$ cat config.mk
export PLATFORM = sky130hd
export DESIGN_NAME = mode_ctrl_debounce
export DESIGN_NICKNAME = d
export VERILOG_FILES = /design/src/rtl/mode_ctrl_pkg.sv /design/src/rtl/mode_ctrl_debounce_sync2.sv /design/src/rtl/mode_ctrl_debounce.sv
export SDC_FILE = /design/constraint.sdc
export NUM_CORES = 1
export LEC_CHECK = 0
export ABC_AREA = 1
export CORE_MARGIN = 1.5
export CORE_UTILIZATION = 52
export DETAILED_ROUTE_END_ITERATION = 10
export HOLD_SLACK_MARGIN = 0.12
export PLACE_DENSITY = 0.77
export SYNTH_ARGS = -nofsm -noshare
export SYNTH_HDL_FRONTEND = slang
export SYNTH_HIERARCHICAL = 1
export SYNTH_SLANG_ARGS = --single-unit
$ cat constraint.sdc
create_clock -name clk -period 1.5 [get_ports clk]
set_clock_uncertainty 0.05 [all_clocks]
set_input_delay 0.15 -clock clk [delete_from_list [all_inputs] [get_ports clk]]
set_output_delay 0.15 -clock clk [all_outputs]
set_load 0.05 [all_outputs]
$ cat src/rtl/mode_ctrl_pkg.sv
// Shared types and defaults for the button-driven mode controller.
// Debounce FSM state encoding and default qualification length.
package mode_ctrl_pkg;

  typedef enum logic [1:0] {
    IDLE        = 2'd0,
    PRESS_CHK   = 2'd1,
    PRESSED     = 2'd2,
    RELEASE_CHK = 2'd3
  } state_t;

  localparam int DEBOUNCE_CYCLES_DEF = 16;

endpackage

$ cat src/rtl/mode_ctrl_debounce_sync2.sv
// Two-flop synchronizer for a single asynchronous level input.
// Synchronous active-high reset clears both stages to 0.
module sync2 (
  input  logic clk,
  input  logic rst,
  input  logic d,
  output logic q
);

  logic s1_q, s1_d;
  logic s2_q, s2_d;

  always_comb begin
    s1_d = d;
    s2_d = s1_q;
  end

  always_ff @(posedge clk) begin
    if (rst) begin
      s1_q <= 1'b0;
      s2_q <= 1'b0;
    end else begin
      s1_q <= s1_d;
      s2_q <= s2_d;
    end
  end

  assign q = s2_q;

endmodule

$ cat src/rtl/mode_ctrl_debounce.sv
// Push-button front end: synchronize, debounce, and toggle the counter direction
// once per accepted press. Also exports a press pulse and the debounced level.
module mode_ctrl_debounce
  import mode_ctrl_pkg::*;
#(
  parameter int DEBOUNCE_CYCLES = DEBOUNCE_CYCLES_DEF,
  parameter int CNT_W           = 16
) (
  input  logic clk,
  input  logic rst,
  input  logic btn_raw,
  output logic mode,
  output logic press_pulse,
  output logic btn_stable
);

  localparam logic [CNT_W-1:0] CNT_LAST = CNT_W'(DEBOUNCE_CYCLES - 1);
  localparam logic [CNT_W-1:0] CNT_ONE  = CNT_W'(1);

  logic btn_s;

  sync2 u_sync2 (
    .clk (clk),
    .rst (rst),
    .d   (btn_raw),
    .q   (btn_s)
  );

  state_t           state_q, state_d;
  logic [CNT_W-1:0] cnt_q, cnt_d;
  logic             mode_q, mode_d;
  logic             press_pulse_q, press_pulse_d;
  logic             btn_stable_q, btn_stable_d;

  always_ff @(posedge clk) begin
    if (rst) begin
      state_q       <= IDLE;
      cnt_q         <= '0;
      mode_q        <= 1'b0;
      press_pulse_q <= 1'b0;
      btn_stable_q  <= 1'b0;
    end else begin
      state_q       <= state_d;
      cnt_q         <= cnt_d;
      mode_q        <= mode_d;
      press_pulse_q <= press_pulse_d;
      btn_stable_q  <= btn_stable_d;
    end
  end

  // The counter holds the number of consecutive qualifying samples already seen,
  // so the N-th sample arrives while cnt == N-1 and cnt never reaches N.
  always_comb begin
    state_d       = state_q;
    cnt_d         = cnt_q;
    mode_d        = mode_q;
    press_pulse_d = 1'b0;
    btn_stable_d  = btn_stable_q;

    case (state_q)
      IDLE: begin
        if (btn_s) begin
          state_d = PRESS_CHK;
          cnt_d   = CNT_ONE;
        end else begin
          cnt_d   = '0;
        end
      end

      PRESS_CHK: begin
        if (!btn_s) begin
          state_d = IDLE;
          cnt_d   = '0;
        end else if (cnt_q == CNT_LAST) begin
          state_d       = PRESSED;
          cnt_d         = '0;
          press_pulse_d = 1'b1;
          mode_d        = ~mode_q;
          btn_stable_d  = 1'b1;
        end else begin
          cnt_d = cnt_q + CNT_ONE;
        end
      end

      PRESSED: begin
        if (!btn_s) begin
          state_d = RELEASE_CHK;
          cnt_d   = CNT_ONE;
        end else begin
          cnt_d   = '0;
        end
      end

      RELEASE_CHK: begin
        if (btn_s) begin
          state_d = PRESSED;
          cnt_d   = '0;
        end else if (cnt_q == CNT_LAST) begin
          state_d      = IDLE;
          cnt_d        = '0;
          btn_stable_d = 1'b0;
        end else begin
          cnt_d = cnt_q + CNT_ONE;
        end
      end

      default: begin
        state_d = IDLE;
        cnt_d   = '0;
      end
    endcase
  end

  assign mode        = mode_q;
  assign press_pulse = press_pulse_q;
  assign btn_stable  = btn_stable_q;

endmodule

==> impl_metrics.csv <==
group,metric,value,unit
setup_path,cp_data_required_time,1.66,ns
placement,placed_cells_incl_taps,199,
placement,globalplace.congestion,0.906,
yosys,ys_ff_latch,23,
grt,grt.overflow.total,0,
setup_path,r2r-end,"cnt_q[2]",
clocking,cts_tree,"built",
placement,dpl_cell_area,1260,um2
timing,setup_viol,0,
yosys,netlist_area,1140,um2
hold_path,holdPathEnd,"u_sync2/s1_q",
clocking,clock-sinks,23,
detailed_routing,drt_drc_violations_left,0,
placement,hpwl,1740,um
grt,antenna_found_initial,0,
setup_path,r2r_cells,7,
timing,setup_tns,0,ns
die,start_util,56.4,%
detailed_routing,vias,1019,
finish,final_area,1320,um2
yosys,postSynthCellCount,163,
power_and_ir_drop,power.share.sequential,66.8,%
die,die_x,49.8,um
clocking,clock_path_buffers,2,
clocking,cts-root-buf,"clkbuf_4",
yosys,synth-seq-area-share,40.4,%
power_and_ir_drop,clkPwrFrac,29.6,%
timing,fmax,688,MHz
finish,fin_cells,203,
finish,syn2layout_area_growth,15.7,%
timing,fin_crit_sh,96.9,%
job,maxCapViolations,0,
power_and_ir_drop,vdd_drop_max,0.000715,V
setup_path,worst_path_largest_cell_delay,0.37,ns
hold_path,hold_path_depth,3,
placement,io_buffers,5,
power_and_ir_drop,leakagePower,0.472,nW
hold_path,worstHoldPathType,"input pin to flop",
finish,fin_nets,181,
yosys,syn_avg_cell_area,7.00,um2
setup_path,cp-start-kind,"flop",
detailed_routing,dr.first_iter.drc_count,14,
finish,utilization,65.3,%
die,io_pins,6,
setup_path,worstSetupEndpointType,"flop",
setup_path,path_cells,"ha_2, nand3_4, nor2_2, nand2_2, o2111ai_2, buf_6, nor2_1",
run_status,status,"finished clean",
finish,drive_gt1_share,18.8,%
hold_path,hold_start,"btn_raw",
power_and_ir_drop,p_sw_share,21.6,%
clocking,cts_max_level,1,
power_and_ir_drop,combPwrFrac,3.5,%
setup_path,crit_fanout,7,
timing,slew_headroom,79.7,%
clocking,clock_latency,0.31,ns
grt,grt_pass1_vias,991,
power_and_ir_drop,switchingPower,202,uW
detailed_routing,drt_first_pass_iters,6,
detailed_routing,detail_route.vias_per_cell,5.02,
timing,fin_crit,1.45,ns
timing,drv_slew,0,
die,die_area,2480,um2
power_and_ir_drop,p_int,733,uW
timing,final_hold_viol_count,0,
yosys,yosysWarnings,6,
power_and_ir_drop,power.density,709,nW/um2
die,die_y,49.8,um
finish,num_antenna_cells,0,
setup_path,r2r-start,"cnt_q[1]",
setup_path,path_class,"flop to flop",
die,num_rows,16,
yosys,synth_cell_types,19,
die,placeableCoreArea,2020,um2
detailed_routing,ant_nets,0,
setup_path,reg2reg_slack,0.05,ns
clocking,path_clk_slew,0.12,ns
clocking,cts_buffers,3,
detailed_routing,finalWirelength,2250,um
setup_path,cpMaxStageDelayCell,"dfxtp_2",
setup_path,cp.arrival,1.62,ns
timing,tightest_slew,0.302,ns
yosys,synth_nets,167,
detailed_routing,routedWlPerCell,11.1,um
grt,grt_pass1_wl,3950,um
grt,grt_max_degree,14,
grt,grt_usage,20.5,%
## state kept, by name, summed over array words and instances (netlist names), named ones only
register,flops
u_sync2/q,1
mode,1
press_pulse,1
btn_stable,1
cnt_q,16
u_sync2/s1_q,1
state_q,1
## cells in the mapped netlist
library cell	n	area, um2
a21oi_1	1	5.00
buf_6	1	11.3
dfxtp_1	23	460
ha_1	1	12.5
inv_1	20	75.1
nand2_1	41	154
nand3_1	8	40.0
nand3_2	1	10.0
nand4_1	3	18.8
nor2_1	34	128
nor2_2	9	56.3
nor2_4	2	22.5
nor3_1	4	20.0
nor4_1	1	6.26
o2111ai_2	1	15.0
o21ai_0	1	5.00
o21bai_1	3	22.5
xnor2_1	2	17.5
xor2_1	7	61.3
## final cells by class
class	count	area, um2
fillers	184	702
multi-input cells	119	624
clock buffers	3	22.5
flip-flops and latches	23	463
inverters	20	75.1
clock inverters	1	5.00
repair buffers	10	96.3
well taps	27	33.8
## worst max-delay path, delay by kind of cell (launching register included)
kind            cells  cell delay [ns]
compound gates      1             0.12
fa+ha+maj           1             0.21
buf+inv             1             0.19
flops               1             0.37
simple gates        4             0.42
## through the flow
step | hold slack [ns] | total power, mW | worst slack, ns
3_5_place_dp | 0.352 | 0.672 | 0.0176
3_3_place_gp | 0.348 | 0.670 | 0.0656
2_1_floorplan | 0.171 | 0.655 | 0.00586
6_report | 0.293 | 0.935 | 0.0468
5_1_grt | 0.321 | 0.982 | -0.0397
4_1_cts | 0.285 | 0.947 | 0.0200
## what timing repair did
action | in CTS | in global routing
hold buffers | 0 | 0
resized for setup | 2 | 9
setup buffers | 0 | 0
pin swaps | 0 | 1
endpoints found under the setup margin | 2 | 19
## logic make-up (layout without fill, tap and decap cells)
logic type / count (synthesis) / after routing / share of synthesized area, %
AND/OR/NAND/NOR: 103 / 103 / 39.9
flip-flops: 23 / 23 / 40.4
buffers and inverters: 21 / 34 / 7.57
XOR/XNOR: 9 / 9 / 6.91
AO/OA/AOI/OAI: 6 / 6 / 4.17
adder cells (fa/ha/maj): 1 / 1 / 1.10
## layout by cell type, fill, tap and decap left out, types with 2 or more instances in the layout
cell             instances
buf_4                    6
clkbuf_4                 3
clkdlybuf4s50_1          2
dfxtp_1                 21
dfxtp_2                  2
inv_1                   20
nand2_1                 40
nand3_1                  8
nand4_1                  3
nor2_1                  31
nor2_2                  11
nor2_4                   3
nor3_1                   3
o21bai_1                 3
xnor2_1                  2
xor2_1                   7
## worst max path at each step
stage / slack (ns) / cells after the start / endpoint / startpoint
global route: -0.04 / 7 / cnt_q[2] / cnt_q[1]
detailed placement: 0.02 / 7 / cnt_q[2] / cnt_q[1]
global placement: 0.07 / 8 / cnt_q[14] / cnt_q[1]
finish: 0.05 / 7 / cnt_q[2] / cnt_q[1]
CTS: 0.02 / 7 / cnt_q[2] / cnt_q[1]
floorplan: 0.006 / 7 / cnt_q[6] / cnt_q[0]
## per-layer routing
metal  up-vias  global-route usage (%)  part of all wire, %
li1        533                       -                    -
met1       467                    23.4                   43
met2        17                    37.8                   53
met3         2                    3.64                  3.2
met4         0                    7.41                 0.62
met5         -                       0                    0
## power by group through the flow
| stage | clock [mW] | combinational (mW) | sequential [mW] |
|---|---|---|---|
| after floorplan | 0 | 0.0173 | 0.638 |
| after detailed placement | 0 | 0.0330 | 0.639 |
| final | 0.277 | 0.0331 | 0.625 |
| after CTS | 0.289 | 0.0331 | 0.625 |
| after global routing | 0.318 | 0.0382 | 0.626 |
| after global placement | 0 | 0.0314 | 0.638 |
Note: power is estimated with default switching activity, not from simulation.
